**src/rtl/kitchen_timer_core.sv**
```systemverilog
`default_nettype none
// ============================================================================
//  Module      : kitchen_timer_core
//  Description : MM:SS countdown core for the kitchen timer. Synchronises the
//                fast-clock divider output into a one-cycle enable used for
//                button auto-repeat and display blinking, counts down on a
//                1 Hz tick, raises the alarm at 00:00 and drives four BCD
//                digits.
//  Revision    : 1.0 - initial release
// ============================================================================
module kitchen_timer_core #(
  parameter int MAX_MIN      = 99,
  parameter int REPEAT_DELAY = 3,
  parameter int ALARM_SECS   = 10
) (
  input  logic       clk,
  input  logic       reset,
  input  logic       fhz,
  input  logic       sec_tick,
  input  logic       btn_min,
  input  logic       btn_sec,
  input  logic       btn_start,
  input  logic       btn_clear,
  output logic [3:0] min_tens,
  output logic [3:0] min_ones,
  output logic [3:0] sec_tens,
  output logic [3:0] sec_ones,
  output logic       running,
  output logic       alarm,
  output logic       blink
);

  // --------------------------------------------------------------------------
  // Constants
  // --------------------------------------------------------------------------
  localparam logic [1:0] c_st_idle  = 2'd0;
  localparam logic [1:0] c_st_run   = 2'd1;
  localparam logic [1:0] c_st_pause = 2'd2;
  localparam logic [1:0] c_st_alarm = 2'd3;

  // Hold counter must be able to hold REPEAT_DELAY itself (saturation value).
  localparam int c_hold_w  = (REPEAT_DELAY < 1) ? 1 : $clog2(REPEAT_DELAY + 1);
  localparam int c_alarm_w = (ALARM_SECS < 2) ? 1 : $clog2(ALARM_SECS + 1);

  localparam logic [c_hold_w-1:0]  c_hold_max   = c_hold_w'(REPEAT_DELAY);
  localparam logic [c_hold_w-1:0]  c_hold_one   = c_hold_w'(1);
  localparam logic [c_alarm_w-1:0] c_alarm_last = c_alarm_w'(ALARM_SECS - 1);
  localparam logic [c_alarm_w-1:0] c_alarm_one  = c_alarm_w'(1);

  localparam logic [3:0] c_max_min_tens = 4'(MAX_MIN / 10);
  localparam logic [3:0] c_max_min_ones = 4'(MAX_MIN % 10);

  // --------------------------------------------------------------------------
  // Registers and their next-state values
  // --------------------------------------------------------------------------
  logic       fhz_s1_q, fhz_s1_d;
  logic       fhz_s2_q, fhz_s2_d;
  logic       fhz_s3_q, fhz_s3_d;

  logic       btn_min_prev_q,   btn_min_prev_d;
  logic       btn_sec_prev_q,   btn_sec_prev_d;
  logic       btn_start_prev_q, btn_start_prev_d;
  logic       btn_clear_prev_q, btn_clear_prev_d;

  logic [1:0] state_q, state_d;

  logic [3:0] min_tens_q, min_tens_d;
  logic [3:0] min_ones_q, min_ones_d;
  logic [3:0] sec_tens_q, sec_tens_d;
  logic [3:0] sec_ones_q, sec_ones_d;

  logic [c_hold_w-1:0]  hold_q,      hold_d;
  logic [c_alarm_w-1:0] alarm_cnt_q, alarm_cnt_d;

  // --------------------------------------------------------------------------
  // Combinational helpers
  // --------------------------------------------------------------------------
  logic       fhz_rise;
  logic       min_rise, sec_rise, start_rise, clear_rise;
  logic       hold_active, repeat_fire;
  logic       min_act, sec_act;
  logic       time_zero, dec_to_zero;

  logic [3:0] inc_min_tens, inc_min_ones;
  logic [3:0] inc_sec_tens, inc_sec_ones;
  logic [3:0] dec_min_tens, dec_min_ones;
  logic [3:0] dec_sec_tens, dec_sec_ones;

  // Synchroniser chain and button history simply shift their inputs along.
  always_comb begin
    fhz_s1_d         = fhz;
    fhz_s2_d         = fhz_s1_q;
    fhz_s3_d         = fhz_s2_q;
    btn_min_prev_d   = btn_min;
    btn_sec_prev_d   = btn_sec;
    btn_start_prev_d = btn_start;
    btn_clear_prev_d = btn_clear;
  end

  // Edge detection, auto-repeat qualification and time-value flags.
  always_comb begin
    fhz_rise    = fhz_s2_q & ~fhz_s3_q;
    min_rise    = btn_min   & ~btn_min_prev_q;
    sec_rise    = btn_sec   & ~btn_sec_prev_q;
    start_rise  = btn_start & ~btn_start_prev_q;
    clear_rise  = btn_clear & ~btn_clear_prev_q;

    // Either set button held keeps the shared hold counter alive.
    hold_active = btn_min | btn_sec;
    repeat_fire = fhz_rise & hold_active & (hold_q == c_hold_max);

    // Minutes win whenever both buttons would act in the same cycle.
    min_act     = min_rise | (repeat_fire & btn_min);
    sec_act     = sec_rise | (repeat_fire & btn_sec & ~btn_min);

    time_zero   = (min_tens_q == 4'd0) && (min_ones_q == 4'd0) &&
                  (sec_tens_q == 4'd0) && (sec_ones_q == 4'd0);
    dec_to_zero = (min_tens_q == 4'd0) && (min_ones_q == 4'd0) &&
                  (sec_tens_q == 4'd0) && (sec_ones_q == 4'd1);
  end

  // BCD increment (set mode) and decrement-with-borrow (countdown) candidates.
  always_comb begin
    // Seconds +1: 59 wraps to 00 without touching the minutes.
    if (sec_ones_q == 4'd9) begin
      inc_sec_ones = 4'd0;
      inc_sec_tens = (sec_tens_q == 4'd5) ? 4'd0 : sec_tens_q + 4'd1;
    end else begin
      inc_sec_ones = sec_ones_q + 4'd1;
      inc_sec_tens = sec_tens_q;
    end

    // Minutes +1: MAX_MIN wraps to 00.
    if ((min_tens_q == c_max_min_tens) && (min_ones_q == c_max_min_ones)) begin
      inc_min_tens = 4'd0;
      inc_min_ones = 4'd0;
    end else if (min_ones_q == 4'd9) begin
      inc_min_tens = min_tens_q + 4'd1;
      inc_min_ones = 4'd0;
    end else begin
      inc_min_tens = min_tens_q;
      inc_min_ones = min_ones_q + 4'd1;
    end

    // Whole-time -1 with borrow through all four digits.
    dec_min_tens = min_tens_q;
    dec_min_ones = min_ones_q;
    dec_sec_tens = sec_tens_q;
    dec_sec_ones = sec_ones_q;
    if (sec_ones_q != 4'd0) begin
      dec_sec_ones = sec_ones_q - 4'd1;
    end else begin
      dec_sec_ones = 4'd9;
      if (sec_tens_q != 4'd0) begin
        dec_sec_tens = sec_tens_q - 4'd1;
      end else begin
        dec_sec_tens = 4'd5;
        if (min_ones_q != 4'd0) begin
          dec_min_ones = min_ones_q - 4'd1;
        end else begin
          dec_min_ones = 4'd9;
          dec_min_tens = min_tens_q - 4'd1;
        end
      end
    end
  end

  // Next-state logic; clear always has top priority.
  always_comb begin
    state_d = state_q;
    case (state_q)
      c_st_idle: begin
        if (!clear_rise && start_rise && !time_zero) begin
          state_d = c_st_run;
        end
      end
      c_st_run: begin
        if (clear_rise) begin
          state_d = c_st_idle;
        end else if (sec_tick && dec_to_zero) begin
          // Reaching 00:00 always alarms, even if start is pressed too.
          state_d = c_st_alarm;
        end else if (start_rise) begin
          state_d = c_st_pause;
        end
      end
      c_st_pause: begin
        if (clear_rise) begin
          state_d = c_st_idle;
        end else if (start_rise) begin
          state_d = c_st_run;
        end
      end
      c_st_alarm: begin
        if (clear_rise || start_rise ||
            (sec_tick && (alarm_cnt_q == c_alarm_last))) begin
          state_d = c_st_idle;
        end
      end
      default: state_d = c_st_idle;
    endcase
  end

  // Time digits, hold counter and alarm counter updates per state.
  always_comb begin
    min_tens_d  = min_tens_q;
    min_ones_d  = min_ones_q;
    sec_tens_d  = sec_tens_q;
    sec_ones_d  = sec_ones_q;
    hold_d      = '0;
    alarm_cnt_d = '0;
    case (state_q)
      c_st_idle: begin
        // Hold counter runs only while a set button is held, saturating.
        if (hold_active) begin
          hold_d = hold_q;
          if (fhz_rise && (hold_q != c_hold_max)) begin
            hold_d = hold_q + c_hold_one;
          end
        end
        if (clear_rise) begin
          min_tens_d = 4'd0;
          min_ones_d = 4'd0;
          sec_tens_d = 4'd0;
          sec_ones_d = 4'd0;
        end else if (!start_rise) begin
          // A start press (accepted or not) suppresses setting this cycle.
          if (min_act) begin
            min_tens_d = inc_min_tens;
            min_ones_d = inc_min_ones;
          end else if (sec_act) begin
            sec_tens_d = inc_sec_tens;
            sec_ones_d = inc_sec_ones;
          end
        end
      end
      c_st_run: begin
        if (clear_rise) begin
          min_tens_d = 4'd0;
          min_ones_d = 4'd0;
          sec_tens_d = 4'd0;
          sec_ones_d = 4'd0;
        end else if (sec_tick && !time_zero) begin
          min_tens_d = dec_min_tens;
          min_ones_d = dec_min_ones;
          sec_tens_d = dec_sec_tens;
          sec_ones_d = dec_sec_ones;
        end
      end
      c_st_pause: begin
        if (clear_rise) begin
          min_tens_d = 4'd0;
          min_ones_d = 4'd0;
          sec_tens_d = 4'd0;
          sec_ones_d = 4'd0;
        end
      end
      c_st_alarm: begin
        min_tens_d = 4'd0;
        min_ones_d = 4'd0;
        sec_tens_d = 4'd0;
        sec_ones_d = 4'd0;
        if (!(clear_rise || start_rise)) begin
          alarm_cnt_d = alarm_cnt_q;
          if (sec_tick) begin
            alarm_cnt_d = (alarm_cnt_q == c_alarm_last) ? '0
                                                        : alarm_cnt_q + c_alarm_one;
          end
        end
      end
      default: begin
        min_tens_d = 4'd0;
        min_ones_d = 4'd0;
        sec_tens_d = 4'd0;
        sec_ones_d = 4'd0;
      end
    endcase
  end

  // State register plus all datapath flops, asynchronously reset.
  always_ff @(posedge clk or posedge reset) begin
    if (reset) begin
      fhz_s1_q         <= 1'b0;
      fhz_s2_q         <= 1'b0;
      fhz_s3_q         <= 1'b0;
      btn_min_prev_q   <= 1'b0;
      btn_sec_prev_q   <= 1'b0;
      btn_start_prev_q <= 1'b0;
      btn_clear_prev_q <= 1'b0;
      state_q          <= c_st_idle;
      min_tens_q       <= 4'd0;
      min_ones_q       <= 4'd0;
      sec_tens_q       <= 4'd0;
      sec_ones_q       <= 4'd0;
      hold_q           <= '0;
      alarm_cnt_q      <= '0;
    end else begin
      fhz_s1_q         <= fhz_s1_d;
      fhz_s2_q         <= fhz_s2_d;
      fhz_s3_q         <= fhz_s3_d;
      btn_min_prev_q   <= btn_min_prev_d;
      btn_sec_prev_q   <= btn_sec_prev_d;
      btn_start_prev_q <= btn_start_prev_d;
      btn_clear_prev_q <= btn_clear_prev_d;
      state_q          <= state_d;
      min_tens_q       <= min_tens_d;
      min_ones_q       <= min_ones_d;
      sec_tens_q       <= sec_tens_d;
      sec_ones_q       <= sec_ones_d;
      hold_q           <= hold_d;
      alarm_cnt_q      <= alarm_cnt_d;
    end
  end

  // Outputs decoded purely from registered state; blink flashes in PAUSE/ALARM.
  always_comb begin
    min_tens = min_tens_q;
    min_ones = min_ones_q;
    sec_tens = sec_tens_q;
    sec_ones = sec_ones_q;
    running  = (state_q == c_st_run);
    alarm    = (state_q == c_st_alarm);
    blink    = ((state_q == c_st_pause) || (state_q == c_st_alarm)) ? fhz_s2_q : 1'b1;
  end

endmodule
`default_nettype wire
```
**config.mk**
```make
export PLATFORM = sky130hd
export DESIGN_NAME = kitchen_timer_core
export DESIGN_NICKNAME = d
export VERILOG_FILES = /design/src/rtl/kitchen_timer_core.sv
export SDC_FILE = /design/constraint.sdc
export NUM_CORES = 1
export LEC_CHECK = 0
export CORE_MARGIN = 4
export CORE_UTILIZATION = 40
export CTS_CLUSTER_DIAMETER = 100
export DETAILED_ROUTE_END_ITERATION = 7
export GPL_TIMING_DRIVEN = 0
export PLACE_DENSITY = 0.72
export SLEW_MARGIN = 30
export SYNTH_ARGS = -nofsm -noshare
export SYNTH_HDL_FRONTEND = slang
export SYNTH_SLANG_ARGS = --single-unit
```
**constraint.sdc**
```tcl
create_clock -name clk -period 3.3 [get_ports clk]
set_clock_uncertainty 0.2 [all_clocks]
set_input_delay 0.495 -clock clk [delete_from_list [all_inputs] [get_ports clk]]
set_output_delay 0.495 -clock clk [all_outputs]
set_load 0.005 [all_outputs]
```
# Word level (Yosys, flattened, before mapping)
# Index checks and enable logic that the tools add are counted.
dict set report word_totals {
  register_bits 31
  output_inout_bits 19
  elab_cells 159
}
dict set report op_classes {
  addsub 10
  eq_ne 28
  muxes 59
  bitwise 19
  n_reduce_logical 29
}
# operator count
set ops {}
lappend ops {{4-bit two-way mux} 43}
lappend ops {{4-bit one-hot mux with 4 select lines} 4}
lappend ops {{3-bit != test (second input constant)} 10}
lappend ops {{4-bit by 1-bit adder with 4-bit output (second input constant)} 5}
lappend ops {{2-bit two-way mux} 10}
lappend ops {{4-bit equality test (second input constant)} 4}
lappend ops {{4-bit zero test} 4}
lappend ops {{4-bit by 1-bit subtractor with 4-bit output (second input constant)} 4}
lappend ops {{4-bit nonzero test} 3}
lappend ops {{1-bit logical AND} 11}
lappend ops {{1-bit AND} 10}
lappend ops {{2-bit one-hot mux with 4 select lines} 1}
lappend ops {{8-bit AND reduction} 1}
lappend ops {{7-bit AND reduction} 1}
lappend ops {{2-bit equality test (second input constant)} 3}
lappend ops {{2-bit != test (second input constant)} 3}
lappend ops {{1-bit inverter} 6}
lappend ops {{6-bit AND reduction} 1}
lappend ops {{5-bit AND reduction} 1}
lappend ops {{4-bit by 1-bit equality test with 1-bit output (second input constant)} 1}
lappend ops {{4-bit by 3-bit equality test with 1-bit output (second input constant)} 1}
lappend ops {{4-bit by 1-bit != test with 1-bit output (second input constant)} 1}
lappend ops {{4-bit != test (second input constant)} 1}
lappend ops {{4-bit AND reduction} 1}
lappend ops {{10 further kinds} 15}

# Logic depth before layout (Yosys ltp)
# Gate-level depths: netlist of run 1.
dict set report logic_depth {
  word_depth 12
  mapped_depth 7
}

# Worst setup path after synthesis of run 1
# OpenSTA, ideal clock, no wires.
dict set report synth_timing {
  path_kind {register -> register}
  start {register sec_ones_q[0], in the netlist sec_ones[0]}
  end {register sec_tens_q[2], in the netlist sec_tens[2]}
  arrival_time_ns 2.000
  t_required_ns 2.978
  path_slack_ns 0.978
  stages_incl_launch_ff 8
  n_path_buf 0
  synth_period_minus_slack_ns 2.322
  path_cell_list {dfrtp_1 inv_1 ha_1 or3b_4 nand3_2 nand2_2 or4_1 a32o_1}
}
dict set report synth_via {
  elab_chain_len 6
  elab_cells_between_ends 10
  classes_between {4 x eq/ne; 6 x reduce/logical}
}
# item line_no
set synth_rtl {}
lappend synth_rtl {{start, declared} 70} ;# logic [3:0] sec_ones_q, sec_ones_d;
lappend synth_rtl {{start signal, assigned} 309} ;# sec_ones_q <= sec_ones_d;
lappend synth_rtl {{4-bit zero test} 117} ;# (sec_tens_q == 4'd0) && (sec_ones_q == 4'd0);
lappend synth_rtl {{1-bit logical AND} 117}
lappend synth_rtl {{1-bit zero test} 243} ;# end else if (sec_tick && !time_zero) begin
lappend synth_rtl {{1-bit logical AND} 243}
lappend synth_rtl {{3-bit by 1-bit != test with 1-bit output (no line)} -}
lappend synth_rtl {{7-bit AND reduction (no line) (*)} -}
lappend synth_rtl {{end signal, assigned} 308} ;# sec_tens_q <= sec_tens_d;
lappend synth_rtl {{end, declared} 69} ;# logic [3:0] sec_tens_q, sec_tens_d;
# Mark *: on every way between the ends. The rest lies on a longest branch, timed or not.
# A chain may end at the register's enable or synchronous reset.

# Worst setup path after layout of run 1
dict set report layout_timing {
  start {register min_ones_q[0], in the netlist min_ones[0]}
  end {register sec_tens_q[3], in the netlist sec_tens[3]}
}
dict set report layout_via {
  elab_chain_len 8
}
# item line_no
set layout_rtl {}
lappend layout_rtl {{start, declared} 68} ;# logic [3:0] min_ones_q, min_ones_d;
lappend layout_rtl {{start signal, assigned} 307} ;# min_ones_q <= min_ones_d;
lappend layout_rtl {{4-bit zero test} 116} ;# time_zero = (min_tens_q == 4'd0) && (min_ones_q == 4'd0) &&
lappend layout_rtl {{1-bit logical AND (2 in a row)} 116}
lappend layout_rtl {{1-bit logical AND} 117}
lappend layout_rtl {{1-bit zero test} 243}
lappend layout_rtl {{1-bit logical AND} 243}
lappend layout_rtl {{3-bit by 1-bit != test with 1-bit output (no line)} -}
lappend layout_rtl {{7-bit AND reduction (no line)} -}
# No other way between the ends.

==> results.md, run 1 <==
* Initial antenna violation count at 0
* Leading area contributor after synthesis: dfrtp_1
* Avg Inst Size Synth at around 9.0 µm²
* Hold Path Class: flip-flop to flip-flop
* Ant. Diodes at 0
* LEAKAGE at roughly 1.1 nW
* Post-CTS setup buffers at 0
* CTS tree: yes
* Via count at a little under 2000
* FF+latch count, synth at 31
* Ys Warns at 0
* Layout cells sized above 1 at 0.0906
* Row count at 26
* Die ar. at 6700 µm²
* Final wirelength at 4.97 mm
* Most frequent cell after synthesis: dfrtp_1
* Slew @ Worst Pin at roughly 0.72 ns
* Nets at 301
* Period minus WS final at ~2.6 ns
* Unrepaired setup endpoints after global routing: false
* Cell variety after synth at 55
* Gr usage total at 0.162
* Hold Buf Count CTS at 0
* Total chip power at slightly above 0.002 W
* Syn Inst Count at approximately 240
* Setup Viol. Count Final at 0
* Average wire per standard cell at roughly 14 µm
* Placer Congestion at between 0.8 and 0.9
* Hold Path Stages at 0
* Total gr overflow at 0
* I/O Buffers at 26
* Largest net degree at the start of global routing at 32
* Post-synth EDFFs at 0
* Post-synth top area share at 0.355
* Status: finished clean
* CP required at around 3.3 ns
* Post-DRT Antenna Nets at 0
* CTS clk-pin slew, worst paths at roughly 0.070 ns
* Crit Path Max Fanout at 9
* Worst Path Arrival at 2.59 ns
* Hold endpoint: fhz_s2_q
* Die Ht at between 80 and 90 µm
* Hold_sp: fhz_s1_q
* Maxcap violations at 0
* Sum Neg Setup Slack at 0 ns
* Critical path class: flip-flop to flip-flop
* Clock Path Buffers at 2
* DR iter-0 viols at around 120
* CTS root buf: clkbuf_8
* Drt pass-1 iters at 4
* Cell Area, Synth at between 2000 and 2500 µm²
* Top FF cell, synth: dfrtp_1
* Period utilization at 0.790
* CTS Buf Count at 5
* Synth area leaders: dfrtp_1, ha_1, nor2_1, o31ai_1, a21oi_1
* Slew Limit Fails at 0
* F_max at between 300 and 400 MHz
* Post_cts resized at 0
* Later-pin clock latency in the skew report at approximately 0.29 ns
* R2R Path End: sec_tens[3]
* H-tree depth at 2
* Starting Density at 0.419
* Share of the yosys chip area belonging to registers at 0.355
* Post-DP HPWL at ~3.6 mm
* Syn Nets at approximately 270
* DRC violations left at 0
* R2r setup slk at 0.69 ns
* Worst Reg-to-Reg Cells at 7
* RR Startpoint: min_ones[0]
* IO Pins at 27
* Final hold vios at 0
* Slew HR at 0.513
* Critical Path Source: min_ones[0]
* Crit start category: flip-flop
* First-pass GRT wire length at ~8.4 mm
* Share of flip-flops with an asynchronous set or reset at 1.00
* Area Growth Syn to Fin at 22.0%
* Core area at 5200 µm²
* Peak VDD IR at ~0.43 mV
* Most frequent cells after synthesis: dfrtp_1, nor2_1, ha_1
* Vias in the first global route at approximately 1800
* # clock sinks at 31
* Die W at 81.9 µm
* Critical path capture point type: flip-flop
* DR vias/cell at roughly 5.6
* PD cells at between 700 and 800 nW/µm²
[layout by cell type (no fill, tap or decap), types with 5 or more instances in the layout]
cell type	synthesis	final
nand2b_1	7	7
a21oi_1	16	16
clkbuf_8	0	5
nor3_1	12	12
nand3_1	6	6
clkdlybuf4s50_1	0	26
o21ai_0	16	16
inv_1	14	13
o31ai_1	11	11
ha_1	18	18
nand2_1	9	9
nor2_1	25	25
dfrtp_1	31	31
[logic make-up after synthesis]
family,after synthesis,synth area share
buf+inv,21,0.0384
simple gates,91,0.237
fa+ha+maj,18,0.103
compound gates,77,0.248
mux,3,0.0149
flops,31,0.355
xor+xnor,1,0.00401
[worst max-delay path, cell delays in order, from the launching register on]
cell and delay, ns:
dfrtp_1 0.47, inv_1 0.12, ha_1 0.22, nor3b_2 0.54, nand4b_4 0.20, a21oi_4 0.29
nor3_1 0.14, mux2_2 0.32
[power by group]
group	leakage, nW	switching, W	internal (W)
combinational	0.654	0.000478	0.000461
sequential	0.390	0.000155	0.000477
clock	0.0654	0.000149	0.000302
total	1.11	0.000782	0.00124
[routing by layer]
layer | GRT usage | routed length (µm) | up-vias | part of all wire
met4 | 0.0615 | 71 | 0 | 0.014
met5 | 0 | 0 | - | 0
li1 | - | - | 983 | -
met3 | 0.0417 | 288 | 6 | 0.058
met1 | 0.218 | 2330 | 900 | 0.47
met2 | 0.248 | 2280 | 60 | 0.46
[how the worst max path moves through the flow]
| stage | end | slack [ns] | cells past startpoint |
|---|---|---|---|
| final | sec_tens[3] | 0.69 | 7 |
| after floorplan | sec_tens[2] | 0.98 | 7 |
| after detailed placement | sec_tens[1] | 0.51 | 7 |
| after global routing | sec_tens[3] | 0.58 | 7 |
| after global placement | sec_tens[1] | 0.52 | 7 |
| after CTS | sec_tens[1] | 0.73 | 7 |
[area by class of cell]
cell class	count	area, µm²
Sequential cell	31	776
Inverter	14	52.6
Buffer	7	31.3
Multi-Input combinational cell	190	1320
Timing Repair Buffer	26	260
Clock inverter	2	60.1
Fill cell	486	2540
Clock buffer	6	72.6
Tap cell	70	87.6
[through the flow]
| stage | hold WS, ns | std cells | instance area, µm² | util | setup WS (ns) |
|---|---|---|---|---|---|
| 2_1_floorplan | 0.131 | 242 | 2180 | - | 0.978 |
| 3_3_place_gp | 0.135 | 338 | 2530 | 0.486 | 0.525 |
| 3_5_place_dp | 0.145 | 338 | 2530 | 0.486 | 0.511 |
| 4_1_cts | 0.162 | 346 | 2660 | 0.512 | 0.731 |
| 5_1_grt | 0.182 | 346 | 2660 | 0.512 | 0.575 |
| 6_report | 0.156 | 346 | 2660 | 0.512 | 0.691 |
[state kept, by name, summed over array words and instances (netlist names)]
signal and flops:
fhz_s1_q 1, btn_start_prev_q 1, min_ones 4, sec_tens 4, state_q 2, fhz_s2_q 1, min_tens 4, btn_sec_prev_q 1
hold_q 2, fhz_s3_q 1, alarm_cnt_q 4, btn_min_prev_q 1, btn_clear_prev_q 1, sec_ones 4
No activity file was read; power rests on OpenSTA's default activity.
==> run 2, diff against run 1 <==
--- a/config.mk
+++ b/config.mk
@@ -10,7 +10,7 @@
 export CTS_CLUSTER_DIAMETER = 100
 export DETAILED_ROUTE_END_ITERATION = 7
 export GPL_TIMING_DRIVEN = 0
-export PLACE_DENSITY = 0.72
+export PLACE_DENSITY = 0.74
 export SLEW_MARGIN = 30
 export SYNTH_ARGS = -nofsm -noshare
 export SYNTH_HDL_FRONTEND = slang
==> constraint.sdc (replaced) <==
create_clock -name clk -period 2.2 [get_ports clk]
set_clock_uncertainty 0.2 [all_clocks]
set_input_delay 0.33 -clock clk [delete_from_list [all_inputs] [get_ports clk]]
set_output_delay 0.33 -clock clk [all_outputs]
set_load 0.005 [all_outputs]
==> results.md, run 2 (synthesis results as in run 1) <==
* DRC violations left at 0
* Register area at 783 µm²
* CTS root buf: clkbuf_8
* CP required at about 2.2 ns
* I/O Buffers at 26
* CTS Buf Count at 5
* Vias in the first global route at a little over 2000
* Area Growth Syn to Fin at 43.2%
* WP buf/inv at 1
* Drt pass-1 iters at 4
* Via count at roughly 2200
* Placer Congestion at approximately 0.85
* CTS tree: yes
* Average wire per standard cell at around 16 µm
* Final hold vios at 0
* Failing checks: negative setup slack
* First-pass GRT wire length at between 9 and 10 mm
* R2r setup slk at -0.05 ns
* Unrepaired setup endpoints after global routing: true
* Slew @ Worst Pin at slightly below 0.7 ns
* Maxcap violations at 0
* Hold Path Stages at 0
* Period utilization at 1.02
* DR vias/cell at between 5 and 6
* Crit start category: flip-flop
* Status: complete, but fails checks
* Gr usage total at 0.179
* Layout cells sized above 1 at 0.294
* Initial antenna violation count at 0
* # clock sinks at 31
* H-tree depth at 2
* Multi-input gate area in the final layout at 1570 µm²
* Worst Reg-to-Reg Cells at 7
* IO Pins at 27
* Commonest non-fill, non-tap cells in the layout: buf_4, dfrtp_1, clkdlybuf4s50_1
* Post-DP HPWL at 3.61 mm
* Fillers at about 450
* RR Startpoint: sec_ones[0]
* Hold endpoint: fhz_s2_q
* CP Cell Sequence: inv_2, ha_4, or3b_4, a211oi_4, o221ai_4, or2_4, o31ai_2
* Pre-CTS WS at -0.422 ns
* Hold_sp: fhz_s1_q
* Period minus WS final at approximately 2.2 ns
* Critical path capture point type: flip-flop
* Die W at ~82 µm
* Slew Limit Fails at 0
* Cell Count, Final, Fillers Out at 373
* Final wirelength at 6.02 mm
* Post-DRT Antenna Nets at 0
* Peak VDD IR at between 0.7 and 0.8 mV
* Largest net degree at the start of global routing at 32
* Final Worst Setup Slack at -0.0466 ns
* Die ar. at around 6700 µm²
* Most common cell after layout, fill and taps aside: buf_4
* Delay-heaviest family, CP: simple AND/OR/NAND/NOR gates
* Sum Neg Setup Slack at -0.202 ns
* Ant. Diodes at 0
* Core area at around 5200 µm²
* LEAKAGE at 1.29 nW
* Hold Path Class: flip-flop to flip-flop
* Row count at 26
* Crit Path Max Fanout at 5
* Starting Density at 0.419
* F_max at 445 MHz
* Critical path class: flip-flop to flip-flop
* Hold Buf Count CTS at 0
* Setup Viol. Count Final at 7
* Critical-path top delay cell: dfrtp_2
* CTS clk-pin slew, worst paths at 0.07 ns
* Die Ht at about 82 µm
* R2R Path End: min_tens[2]
* Post-Place Cells at roughly 340
* Slew HR at 0.534
* Nets at between 300 and 400
* PD cells at 1210 nW/µm²
* Total gr overflow at 0
* Critical path's largest stage delay at approximately 0.43 ns
* DR iter-0 viols at roughly 140
* Worst Path Arrival at ~2.3 ns
* Clock Path Buffers at 2
* Later-pin clock latency in the skew report at 0.29 ns
==> run 2: cell count changes in the layout (fill, tap and decap cells not counted), sizes merged <==
cell           change
clkdlybuf4s50      -1
buf               +27
dlymetal6s2s       +1
==> run 2: timing repair <==
item | in CTS | in global routing
resized for setup | 22 | 34
pin swaps | 9 | 9
gates cloned | 0 | 0
endpoints found under the setup margin | 17 | 18
buffers inserted | 18 | 9
==> run 2: per-stage QoR <==
| step | power (W) | util | hold slack, ns | area, µm² |
|---|---|---|---|---|
| finish | 0.00378 | 0.601 | 0.154 | 3130 |
| global route | 0.00403 | 0.601 | 0.183 | 3130 |
| CTS | 0.00337 | 0.557 | 0.154 | 2900 |
| detailed placement | 0.00238 | 0.490 | 0.138 | 2550 |
| global placement | 0.00236 | 0.490 | 0.135 | 2550 |
| floorplan | 0.00185 | - | 0.131 | 2200 |
==> run 2: per-layer routing <==
layer,up-vias,share of wire,GRT usage,wire (µm)
li1,1037,-,-,-
met2,63,0.50,0.296,2980
met5,-,0,0,0
met1,1047,0.45,0.232,2720
met4,0,0.016,0.0731,97
met3,10,0.037,0.0285,224
==> run 2: report_power, final <==
part / total [W] / internal, W / switching (W) / leakage [nW]
logic: 0.00216 / 0.00112 / 0.00104 / 0.842
registers: 0.000936 / 0.000726 / 0.000210 / 0.382
clock network: 0.000683 / 0.000453 / 0.000230 / 0.0654
==> run 2: worst max path at each step <==
stage,slack [ns],cells past startpoint,endpoint,from
finish,-0.05,7,min_tens[2],sec_ones[0]
floorplan,0.004,7,min_tens[2],sec_ones[1]
global route,-0.1,7,min_tens[2],sec_ones[0]
CTS,-0.05,7,min_tens[2],sec_ones[0]
global placement,-0.35,6,min_tens[1],sec_tick
detailed placement,-0.42,7,sec_tens[1],btn_clear
==> run 2: area by class of cell <==
cell class | count | share of cell area
Multi-Input combinational cell | 190 | 0.503
Sequential cell | 31 | 0.251
Timing Repair Buffer | 53 | 0.149
Tap cell | 70 | 0.0280
Clock buffer | 6 | 0.0232
Clock inverter | 2 | 0.0192
Inverter | 14 | 0.0168
Buffer | 7 | 0.0104
